File: config.mk
export PLATFORM = sky130hd
export DESIGN_NAME = spi_cmd_controller
export DESIGN_NICKNAME = d
export VERILOG_FILES = /design/src/rtl/spi_cmd_controller.sv
export SDC_FILE = /design/constraint.sdc
export NUM_CORES = 1
export LEC_CHECK = 0
export BUFFER_PORTS_ARGS = -buffer_cell sky130_fd_sc_hd__buf_4
export CORE_AREA = 2 2 74 76
export CTS_CLUSTER_DIAMETER = 50
export DETAILED_ROUTE_END_ITERATION = 8
export DIE_AREA = 0 0 76 78
export HOLD_SLACK_MARGIN = 0.08
export PLACE_DENSITY_LB_ADDON = 0.15
export SYNTH_ARGS = -nofsm -noshare
export SYNTH_HDL_FRONTEND = slang
export SYNTH_SLANG_ARGS = --single-unit
File: constraint.sdc
create_clock -name CLK -period 4.9 [get_ports CLK]
set_input_delay 1.225 -clock CLK [delete_from_list [all_inputs] [get_ports CLK]]
set_output_delay 1.225 -clock CLK [all_outputs]
set_load 0.02 [all_outputs]
File: src/rtl/spi_cmd_controller.sv
`default_nettype none
// ============================================================================
//  Module   : spi_cmd_controller
//  Purpose  : Decodes SPI slave byte frames into buffer writes/reads, status
//             reads and compute-start pulses; reloads the slave TX byte.
//  Revision : 1.0 - initial release
// ============================================================================
module spi_cmd_controller #(
    parameter int ADDR_W      = 8,
    parameter int SYNC_STAGES = 2
) (
    input  logic              CLK,
    input  logic              RST_N,
    input  logic              CS_IN,
    input  logic              RX_DONE,
    input  logic [7:0]        RX_BYTE,
    output logic [7:0]        TX_BYTE,
    output logic              WE,
    output logic [ADDR_W-1:0] MEM_ADDR,
    output logic [7:0]        MEM_WDATA,
    output logic              MEM_WE,
    output logic              MEM_RE,
    input  logic [7:0]        MEM_RDATA,
    input  logic              BUSY,
    output logic              START,
    output logic              ERR
);

    localparam logic [7:0] C_OP_NOP    = 8'h00;
    localparam logic [7:0] C_OP_WRITE  = 8'h01;
    localparam logic [7:0] C_OP_READ   = 8'h02;
    localparam logic [7:0] C_OP_STATUS = 8'h03;
    localparam logic [7:0] C_OP_START  = 8'h04;

    typedef enum logic [2:0] {
        S_IDLE   = 3'd0,
        S_ADDR   = 3'd1,
        S_LEN    = 3'd2,
        S_WDATA  = 3'd3,
        S_RFETCH = 3'd4,
        S_RWAIT  = 3'd5,
        S_RDATA  = 3'd6
    } state_t;

    // ------------------------------------------------------------------
    // Synchronizers and edge detection
    // ------------------------------------------------------------------
    logic [SYNC_STAGES-1:0] r_rx_sync;
    logic [SYNC_STAGES-1:0] r_cs_sync;
    logic                   r_rx_prev;
    logic                   r_cs_prev;

    always_ff @(posedge CLK or negedge RST_N) begin
        if (!RST_N) begin
            r_rx_sync <= '0;
            r_cs_sync <= '0;
            r_rx_prev <= 1'b0;
            r_cs_prev <= 1'b0;
        end else begin
            r_rx_sync <= {r_rx_sync[SYNC_STAGES-2:0], RX_DONE};
            r_cs_sync <= {r_cs_sync[SYNC_STAGES-2:0], CS_IN};
            r_rx_prev <= r_rx_sync[SYNC_STAGES-1];
            r_cs_prev <= r_cs_sync[SYNC_STAGES-1];
        end
    end

    logic w_cs;
    logic w_rx_stb;
    logic w_cs_fall;
    logic w_rx_valid;

    assign w_cs       = r_cs_sync[SYNC_STAGES-1];
    assign w_rx_stb   = r_rx_sync[SYNC_STAGES-1] & ~r_rx_prev;
    assign w_cs_fall  = r_cs_prev & ~w_cs;
    // Bytes arriving outside an active frame are dropped.
    assign w_rx_valid = w_rx_stb & w_cs;

    // ------------------------------------------------------------------
    // State and datapath registers
    // ------------------------------------------------------------------
    state_t            r_state;
    logic [ADDR_W-1:0] r_addr;
    logic [7:0]        r_remaining;
    logic              r_is_read;
    logic [7:0]        r_tx;
    logic              r_we;
    logic [ADDR_W-1:0] r_mem_addr;
    logic [7:0]        r_mem_wdata;
    logic              r_mem_we;
    logic              r_mem_re;
    logic              r_start;
    logic              r_err;

    state_t            w_state_nxt;
    logic [ADDR_W-1:0] w_addr_nxt;
    logic [7:0]        w_remaining_nxt;
    logic              w_is_read_nxt;
    logic [7:0]        w_tx_nxt;
    logic              w_we_nxt;
    logic [ADDR_W-1:0] w_mem_addr_nxt;
    logic [7:0]        w_mem_wdata_nxt;
    logic              w_mem_we_nxt;
    logic              w_mem_re_nxt;
    logic              w_start_nxt;
    logic              w_err_nxt;

    logic [ADDR_W-1:0] w_addr_inc;
    logic [7:0]        w_rem_dec;

    assign w_addr_inc = r_addr + ADDR_W'(1);
    assign w_rem_dec  = r_remaining - 8'd1;

    always_ff @(posedge CLK or negedge RST_N) begin
        if (!RST_N) begin
            r_state     <= S_IDLE;
            r_addr      <= '0;
            r_remaining <= 8'h00;
            r_is_read   <= 1'b0;
            r_tx        <= 8'h00;
            r_we        <= 1'b0;
            r_mem_addr  <= '0;
            r_mem_wdata <= 8'h00;
            r_mem_we    <= 1'b0;
            r_mem_re    <= 1'b0;
            r_start     <= 1'b0;
            r_err       <= 1'b0;
        end else begin
            r_state     <= w_state_nxt;
            r_addr      <= w_addr_nxt;
            r_remaining <= w_remaining_nxt;
            r_is_read   <= w_is_read_nxt;
            r_tx        <= w_tx_nxt;
            r_we        <= w_we_nxt;
            r_mem_addr  <= w_mem_addr_nxt;
            r_mem_wdata <= w_mem_wdata_nxt;
            r_mem_we    <= w_mem_we_nxt;
            r_mem_re    <= w_mem_re_nxt;
            r_start     <= w_start_nxt;
            r_err       <= w_err_nxt;
        end
    end

    // ------------------------------------------------------------------
    // Next-state and output decode
    // ------------------------------------------------------------------
    always_comb begin
        w_state_nxt     = r_state;
        w_addr_nxt      = r_addr;
        w_remaining_nxt = r_remaining;
        w_is_read_nxt   = r_is_read;
        w_tx_nxt        = r_tx;
        w_we_nxt        = 1'b0;
        w_mem_addr_nxt  = r_mem_addr;
        w_mem_wdata_nxt = r_mem_wdata;
        w_mem_we_nxt    = 1'b0;
        w_mem_re_nxt    = 1'b0;
        w_start_nxt     = 1'b0;
        w_err_nxt       = r_err;

        if (w_cs_fall && (r_state != S_IDLE)) begin
            // A frame cut short during a data phase is a protocol error.
            w_state_nxt = S_IDLE;
            if ((r_state inside {S_WDATA, S_RFETCH, S_RWAIT, S_RDATA}) &&
                (r_remaining != 8'h00)) begin
                w_err_nxt = 1'b1;
            end
        end else begin
            unique case (r_state)
                S_IDLE: begin
                    if (w_rx_valid) begin
                        w_we_nxt = 1'b1;
                        w_tx_nxt = 8'h00;
                        case (RX_BYTE)
                            C_OP_NOP: ;
                            C_OP_WRITE: begin
                                w_is_read_nxt = 1'b0;
                                w_state_nxt   = S_ADDR;
                            end
                            C_OP_READ: begin
                                w_is_read_nxt = 1'b1;
                                w_state_nxt   = S_ADDR;
                            end
                            C_OP_STATUS: begin
                                w_tx_nxt  = {6'b0, BUSY, r_err};
                                w_err_nxt = 1'b0;
                            end
                            C_OP_START: begin
                                if (!BUSY) begin
                                    w_start_nxt = 1'b1;
                                end else begin
                                    w_err_nxt = 1'b1;
                                end
                            end
                            default: w_err_nxt = 1'b1;
                        endcase
                    end
                end
                S_ADDR: begin
                    if (w_rx_valid) begin
                        w_addr_nxt  = RX_BYTE[ADDR_W-1:0];
                        w_we_nxt    = 1'b1;
                        w_tx_nxt    = 8'h00;
                        w_state_nxt = S_LEN;
                    end
                end
                S_LEN: begin
                    if (w_rx_valid) begin
                        w_remaining_nxt = RX_BYTE;
                        if (RX_BYTE == 8'h00) begin
                            w_we_nxt    = 1'b1;
                            w_tx_nxt    = 8'h00;
                            w_state_nxt = S_IDLE;
                        end else if (r_is_read) begin
                            // The WE for this byte comes from RWAIT with read data.
                            w_mem_re_nxt   = 1'b1;
                            w_mem_addr_nxt = r_addr;
                            w_state_nxt    = S_RFETCH;
                        end else begin
                            w_we_nxt    = 1'b1;
                            w_tx_nxt    = 8'h00;
                            w_state_nxt = S_WDATA;
                        end
                    end
                end
                S_WDATA: begin
                    if (w_rx_valid) begin
                        w_mem_we_nxt    = 1'b1;
                        w_mem_wdata_nxt = RX_BYTE;
                        w_mem_addr_nxt  = r_addr;
                        w_addr_nxt      = w_addr_inc;
                        w_remaining_nxt = w_rem_dec;
                        w_we_nxt        = 1'b1;
                        w_tx_nxt        = 8'h00;
                        if (w_rem_dec == 8'h00) begin
                            w_state_nxt = S_IDLE;
                        end
                    end
                end
                S_RFETCH: begin
                    w_state_nxt = S_RWAIT;
                end
                S_RWAIT: begin
                    w_tx_nxt    = MEM_RDATA;
                    w_we_nxt    = 1'b1;
                    w_state_nxt = S_RDATA;
                end
                S_RDATA: begin
                    if (w_rx_valid) begin
                        w_addr_nxt      = w_addr_inc;
                        w_remaining_nxt = w_rem_dec;
                        if (w_rem_dec == 8'h00) begin
                            w_we_nxt    = 1'b1;
                            w_tx_nxt    = 8'h00;
                            w_state_nxt = S_IDLE;
                        end else begin
                            w_mem_re_nxt   = 1'b1;
                            w_mem_addr_nxt = w_addr_inc;
                            w_state_nxt    = S_RFETCH;
                        end
                    end
                end
                default: w_state_nxt = S_IDLE;
            endcase
        end
    end

    assign TX_BYTE   = r_tx;
    assign WE        = r_we;
    assign MEM_ADDR  = r_mem_addr;
    assign MEM_WDATA = r_mem_wdata;
    assign MEM_WE    = r_mem_we;
    assign MEM_RE    = r_mem_re;
    assign START     = r_start;
    assign ERR       = r_err;

endmodule
`default_nettype wire

==> results of run 1 <==
[area by class of cell]
cell class | instances | area [um^2]
well taps | 70 | 87.58
repair buffers | 49 | 367.9
multi-input cells | 241 | 1574
clock inverters | 3 | 23.77
inverters | 6 | 22.52
fillers | 419 | 1521
flip-flops and latches | 55 | 1376
clock buffers | 5 | 68.82
[power by group]
part	leakage (nW)	internal [mW]	switching (mW)
logic	0.783	0.325	0.417
registers	0.677	0.599	0.202
clock network	0.0461	0.104	0.157
total	1.51	1.03	0.776
[routing by layer]
layer  GRT usage, %  vias up  wire, um
met1          32.62     1252      3146
li1               -     1253         -
met5              0        -         0
met4          10.00        0        96
met3          6.047        8       458
met2          41.52       91      3456
[cells in the mapped netlist (7+ instances only)]
master,number
a21oi_1,24
a22o_1,8
a31oi_1,7
clkbuf_1,11
dfrtp_1,55
mux2_1,10
nand2_1,36
nand3_1,9
nor2_1,26
nor3_1,8
o21ai_1,15
[cell families (layout without fill, tap and decap cells)]
| family | after synthesis | in the layout | synth area share, % |
|---|---|---|---|
| DFF | 55 | 55 | 44.99 |
| buffers and inverters | 24 | 63 | 3.558 |
| AOI/OAI and AO/OA | 101 | 101 | 23.52 |
| adders and majority gates | 4 | 4 | 1.636 |
| muxes | 13 | 13 | 4.990 |
| and+or+nand+nor | 119 | 119 | 20.16 |
| xor gates and xnor gates | 4 | 4 | 1.145 |
[worst max path at each step]
stage	from	endpoint	slack, ns	depth (start not counted)
2_1_floorplan	RX_BYTE[2]	TX_BYTE[0]	2.28	6
3_3_place_gp	RX_BYTE[2]	MEM_ADDR[2]	2.02	6
3_5_place_dp	r_remaining[0]	MEM_ADDR[2]	1.95	7
4_1_cts	r_remaining[0]	MEM_ADDR[2]	1.97	7
5_1_grt	r_remaining[0]	MEM_ADDR[2]	1.78	7
6_report	r_remaining[0]	MEM_ADDR[2]	1.96	7
[sequential cells by signal, indices dropped and copies added (netlist names), 2 cells and up]
| signal | flops |
|---|---|
| TX_BYTE | 8 |
| r_remaining | 8 |
| r_rx_sync | 2 |
| MEM_ADDR | 8 |
| r_addr | 8 |
| MEM_WDATA | 8 |
| r_state | 3 |
| r_cs_sync | 2 |
[per-stage QoR]
stage	util, %	setup slack (ns)
after floorplan	-	2.282
after global placement	67.99	2.020
after detailed placement	67.99	1.954
after CTS	69.83	1.967
after global routing	69.83	1.781
final	69.83	1.959
[worst register-to-register path, stage by stage, from the launching register on]
cell      delay (ns)
dfrtp_1         0.52
inv_1           0.19
ha_1            0.45
o21bai_1        0.18
a211oi_1        0.09
o31a_2          0.43
a31oi_2         0.60
mux2_1          0.38
==> impl_metrics.yaml, run 1 <==
outcome:
  status: "finished, final reports clean"
detailed_routing:
  drt_first_pass_iters: 4
  vias: 2604
  ant_nets: 0
  drtIter0Drc: 189
  totalWireLength_um: 7158
  avgViaCountPerCell: 6.070
  wl_per_cell_um: 16.69
  drc: 0
worst_setup_path:
  reg2reg_to: "MEM_ADDR[2]"
  required_ns: 5.10
  crit_chain: "inv_1, ha_1, o21bai_1, a211oi_1, o31a_2, a31oi_2, mux2_1"
  cpLargestDelayFamily: "compound AO/OA/AOI/OAI gates"
  worst_setup_path_start_kind: "flop"
  r2r-start: "r_remaining[0]"
  cp_max_fo: 15
  r2r.worst_path.cells: 7
  crit_type: "reg2reg"
  cp_slowest_stage_delay_ns: 0.60
  worstPathBufferInverterCount: 1
  cp_slowest_cell: "a31oi_2"
  cp.arrival_ns: 3.15
  regToRegSetupSlack_ns: 1.96
  end_kind: "flop"
finish:
  stdcell_area_mm2: 0.003521
  mostFrequentLayoutCells: "55 x dfrtp_1, 49 x buf_4, 36 x nand2_1"
  mostFrequentLayoutCell: "dfrtp_1"
  drive_above_1_share_pct: 19.78
  area_growth_pct: 15.09
  final_nets: 383
  antennaDiodeCount: 0
  stdcell_count: 429
pwr:
  p_leak_nw: 1.506
  p_total_mw: 1.804
  peakVddDrop_uv: 254.0
  p_per_area_mw_per_mm2: 512.4
sta:
  slew_viol_final: 0
  timing.hold.ws_ns: 0.3593
  fmax_ghz: 0.3400
  hold_viol: 0
  timing.final.crit_period_ns: 2.941
  tightest_slew_ns: 1.103
  maxSlewHeadroom_pct: 26.21
  finalClockSkew_ns: 0.005532
  tns_ns: 0
  period_share_pct: 60.03
  setup_viol: 0
  grt_setup_unrepaired: "false"
global_routing:
  grt_pass1_vias: 2540
  antenna_found_initial: 0
  grt_pass1_wl_um: 11950
  grt_usage_pct: 25.29
  grt_max_degree: 56
  grt_overflow: 0
floorplanning:
  die_x_um: 76
  ios: 50
  die_y_um: 78
  core_mm2: 0.005042
  start_util_pct: 60.67
  dieArea_mm2: 0.005928
  core.rowCount: 26
yosys:
  syn_inst: 320
  synth_fp_nets: 345
  yosysSeqAreaShare_pct: 44.99
  synth_edf_count: 0
  synthArstFlopShare_pct: 100.0
  yosys.area.top_type: "dfrtp_1"
  yosys-top-cells-area: "dfrtp_1 45%, nand2_1 4.4%, a21oi_1 3.9%, mux2_1 3.7%, nor2_1 3.2%"
  synth_area_per_cell_um2: 9.560
  syn-cell-area_mm2: 0.003059
  synth_top_area_share_pct: 44.99
  synth_cell_type_count: 61
  synth_ff_type: "dfrtp_1"
  yosysWarnings: 0
  ys_ff_latch: 55
cts:
  root_buffer: "clkbuf_8"
  cts_hold_buf: 0
  cts_tree: "done"
  clkTransAtPathRegs_ns: 0.11
  numCtsBuffers: 5
  cts.path.max_buffers: 2
  htree_levels: 2
  post_cts_resized: 0
  cts_sinks: 55
  insertion_delay_ns: 0.31
  cts_setup_buffers: 0
placement:
  io_buffers: 49
  dpl.hpwl_um: 5135
  placed_cell_area_mm2: 0.003428
  dp.cells: 421
  gp_congestion: 0.9058
worst_hold_path:
  holdPathStages: 0
  hold_class: "reg2reg"
  hp-start: "r_rx_sync[0]"
  hold_end: "r_rx_sync[1]"
job:
  drv_cap: 0
(Power assumes the default switching activity.)
==> inputs of run 2 (changes only) <==
--- a/config.mk
+++ b/config.mk
@@ -5,11 +5,12 @@
 export SDC_FILE = /design/constraint.sdc
 export NUM_CORES = 1
 export LEC_CHECK = 0
+export ABC_AREA = 1
 export BUFFER_PORTS_ARGS = -buffer_cell sky130_fd_sc_hd__buf_4
-export CORE_AREA = 2 2 74 76
+export CORE_AREA = 2 2 76 78
 export CTS_CLUSTER_DIAMETER = 50
 export DETAILED_ROUTE_END_ITERATION = 8
-export DIE_AREA = 0 0 76 78
+export DIE_AREA = 0 0 78 80
 export HOLD_SLACK_MARGIN = 0.08
 export PLACE_DENSITY_LB_ADDON = 0.15
 export SYNTH_ARGS = -nofsm -noshare
==> constraint.sdc (replaced) <==
create_clock -name CLK -period 2.85 [get_ports CLK]
set_input_delay 0.7125 -clock CLK [delete_from_list [all_inputs] [get_ports CLK]]
set_output_delay 0.7125 -clock CLK [all_outputs]
set_load 0.02 [all_outputs]
==> run 2 against run 1 <==
  * Via count fell by 0.88%
  * Cell count rose by 15%
  * Count of clock-buffer cells in the layout rose by 1
  * Area after synthesis fell by 4.0%
  * Critical path type unchanged
  * Largest power group is now combinational cells
  * Highest routed layer unchanged
==> impl_metrics.yaml, run 2 <==
outcome:
  status: "finished, final reports clean"
yosys:
  synth_edf_count: 0
  yosysWarnings: 0
  ys_ff_latch: 55
  synthArstFlopShare_pct: 100.0
  synth_top_area_share_pct: 46.87
  yosys.area_share.adder_pct: 1.704
  yosys.area.top_type: "dfrtp_1"
  yosys-top-cells-area: "dfrtp_1 47%, nand2_1 14%, o21ai_0 6.3%, inv_1 4.7%, nor2_1 3.8%"
  synth_fp_nets: 397
  syn-cell-area_mm2: 0.002937
  syn_inst: 372
  muxShareOfSynthArea_pct: 0.6817
  synth_cell_type_count: 35
  yosysSeqAreaShare_pct: 46.87
  yosys-top-cells-count: "112 x nand2_1, 55 x dfrtp_1, 37 x inv_1, 37 x o21ai_0, 30 x nor2_1"
  synth-xor-area-share_pct: 2.088
  synth_ff_type: "dfrtp_1"
  synth_top_family_by_area: "simple AND/OR/NAND/NOR gates"
  synth_most_common_cell: "nand2_1"
  synth_compound_area_share_pct: 11.33
  yosys.area_share.simple_pct: 29.74
  synth_area_per_cell_um2: 7.894
worst_hold_path:
  hold_class: "reg2reg"
  hold_end: "r_cs_sync[1]"
  holdPathStages: 0
  hp-start: "r_cs_sync[0]"
sta:
  tightest_slew_ns: 0.6796
  hold_viol: 0
  slew_viol_final: 0
  grt_setup_unrepaired: "false"
  tns_ns: 0
  finalClockSkew_ns: 0.002814
  fmax_ghz: 0.4766
  period_share_pct: 73.62
  maxSlewHeadroom_pct: 54.69
  setup_viol: 0
  setup_slack_ns: 0.7517
  timing.final.crit_period_ns: 2.098
worst_setup_path:
  r2r.worst_path.cells: 10
  regToRegSetupSlack_ns: 0.75
  cp_max_fo: 11
  required_ns: 3.05
  reg2reg_to: "TX_BYTE[0]"
  cp.arrival_ns: 2.30
  r2r-start: "r_remaining[0]"
  end_kind: "flop"
  worst_setup_path_start_kind: "flop"
  crit_type: "reg2reg"
detailed_routing:
  ant_nets: 0
  drt_first_pass_iters: 4
  totalWireLength_um: 6642
  avgViaCountPerCell: 5.235
  drtIter0Drc: 188
  wl_per_cell_um: 13.47
  drc: 0
  vias: 2581
cts:
  cts.path.max_buffers: 2
  root_buffer: "clkbuf_8"
  numCtsBuffers: 5
  post_cts_resized: 0
  cts_setup_buffers: 0
  cts_sinks: 55
  insertion_delay_ns: 0.30
  cts_hold_buf: 0
  clkTransAtPathRegs_ns: 0.10
  htree_levels: 2
  cts_tree: "done"
floorplanning:
  die_y_um: 80
  start_util_pct: 54.33
  die_x_um: 78
  core_mm2: 0.005405
  dieArea_mm2: 0.006240
  ios: 50
  core.rowCount: 27
pwr:
  p_per_area_mw_per_mm2: 892.2
  p_sw_share_pct: 41.35
  power_frac_seq_pct: 40.8
  p_leak_nw: 1.779
  pwr-share-comb_pct: 41.8
  p_clk_share_pct: 17.4
  p_sw_mw: 1.274
  p_total_mw: 3.082
  p_int_mw: 1.808
  peakVddDrop_uv: 426.4
finish:
  mostFrequentLayoutCell: "nand2_1"
  drive_above_1_share_pct: 19.71
  stdcell_count: 493
  mostFrequentLayoutCells: "112 x nand2_1, 55 x dfrtp_1, 50 x buf_4"
  antennaDiodeCount: 0
  nFillCells: 517
  area_growth_pct: 17.64
  final_nets: 445
global_routing:
  grt_pass1_vias: 2317
  antenna_found_initial: 0
  grt_usage_pct: 22.56
  grt_max_degree: 56
  grt_pass1_wl_um: 11060
  grt_overflow: 0
placement:
  dp.cells: 485
  gp_congestion: 0.9636
  pre_cts_slack_ns: 0.7726
  io_buffers: 49
  dpl.hpwl_um: 4998
job:
  drv_cap: 0
==> run 2: changes by cell type in the layout (fill, tap and decap cells not counted), moves of 11 or more <==
cell	delta
a21oi_1	-15
inv_1	+34
nand2_1	+76
nand3_1	+11
o21ai_0	+31
o21ai_1	-14
==> run 2: cells by family after synthesis <==
family          Yosys count
compound gates           60
buf+inv                  51
fa+ha+maj                 4
mux                       2
xor+xnor                  7
simple gates            193
flops                    55
==> run 2: worst max-delay path by stage <==
stage,from,endpoint,slack (ns),cells after the start
final,r_remaining[0],TX_BYTE[0],0.75,10
after global routing,r_remaining[0],TX_BYTE[0],0.53,11
after CTS,r_remaining[0],TX_BYTE[0],0.75,10
after detailed placement,r_remaining[0],TX_BYTE[0],0.77,10
after global placement,RX_BYTE[4],TX_BYTE[0],0.82,11
after floorplan,r_remaining[0],TX_BYTE[1],1.08,11
==> run 2: per-stage QoR <==
| stage | instance area (um^2) | utilization [%] | hold WS (ns) |
|---|---|---|---|
| 2_1_floorplan | 2937 | - | 0.3312 |
| 3_3_place_gp | 3337 | 61.74 | 0.3344 |
| 3_5_place_dp | 3337 | 61.74 | 0.3389 |
| 4_1_cts | 3455 | 63.91 | 0.3617 |
| 5_1_grt | 3455 | 63.91 | 0.3671 |
| 6_report | 3455 | 63.91 | 0.3580 |
==> run 2: layout make-up <==
class	instances	area, um^2	share of cell area, %
inverters	42	157.7	4.564
clock inverters	2	35.03	1.014
repair buffers	50	375.4	10.87
well taps	72	90.09	2.608
multi-input cells	266	1338	38.72
flip-flops and latches	55	1376	39.84
clock buffers	6	82.58	2.390
==> run 2: critical path, stage by stage (launching register included) <==
cell	delay, ns
dfrtp_1	0.40
inv_1	0.19
ha_1	0.29
xnor2_1	0.16
nand3_1	0.12
nor2_2	0.17
nand3_2	0.12
nand2_2	0.09
nand3_2	0.23
nand2_1	0.16
o21ai_2	0.06
==> run 2: power by group through the flow <==
| stage | clock network [mW] | logic (mW) | registers [mW] |
|---|---|---|---|
| global route | 0.587 | 1.44 | 1.30 |
| CTS | 0.547 | 1.29 | 1.26 |
| finish | 0.535 | 1.29 | 1.26 |
| global placement | 0 | 1.25 | 1.26 |
| floorplan | 0 | 0.752 | 1.37 |
| detailed placement | 0 | 1.29 | 1.27 |
==> run 2: routing by layer <==
metal  global-route usage (%)  vias to the layer above  part of all wire, %
li1                         -                     1290                    -
met1                    33.41                     1193                   48
met2                    33.79                       88                   44
met3                    4.638                       10                  6.7
met4                    5.965                        0                  1.2
met5                        0                        -                    0
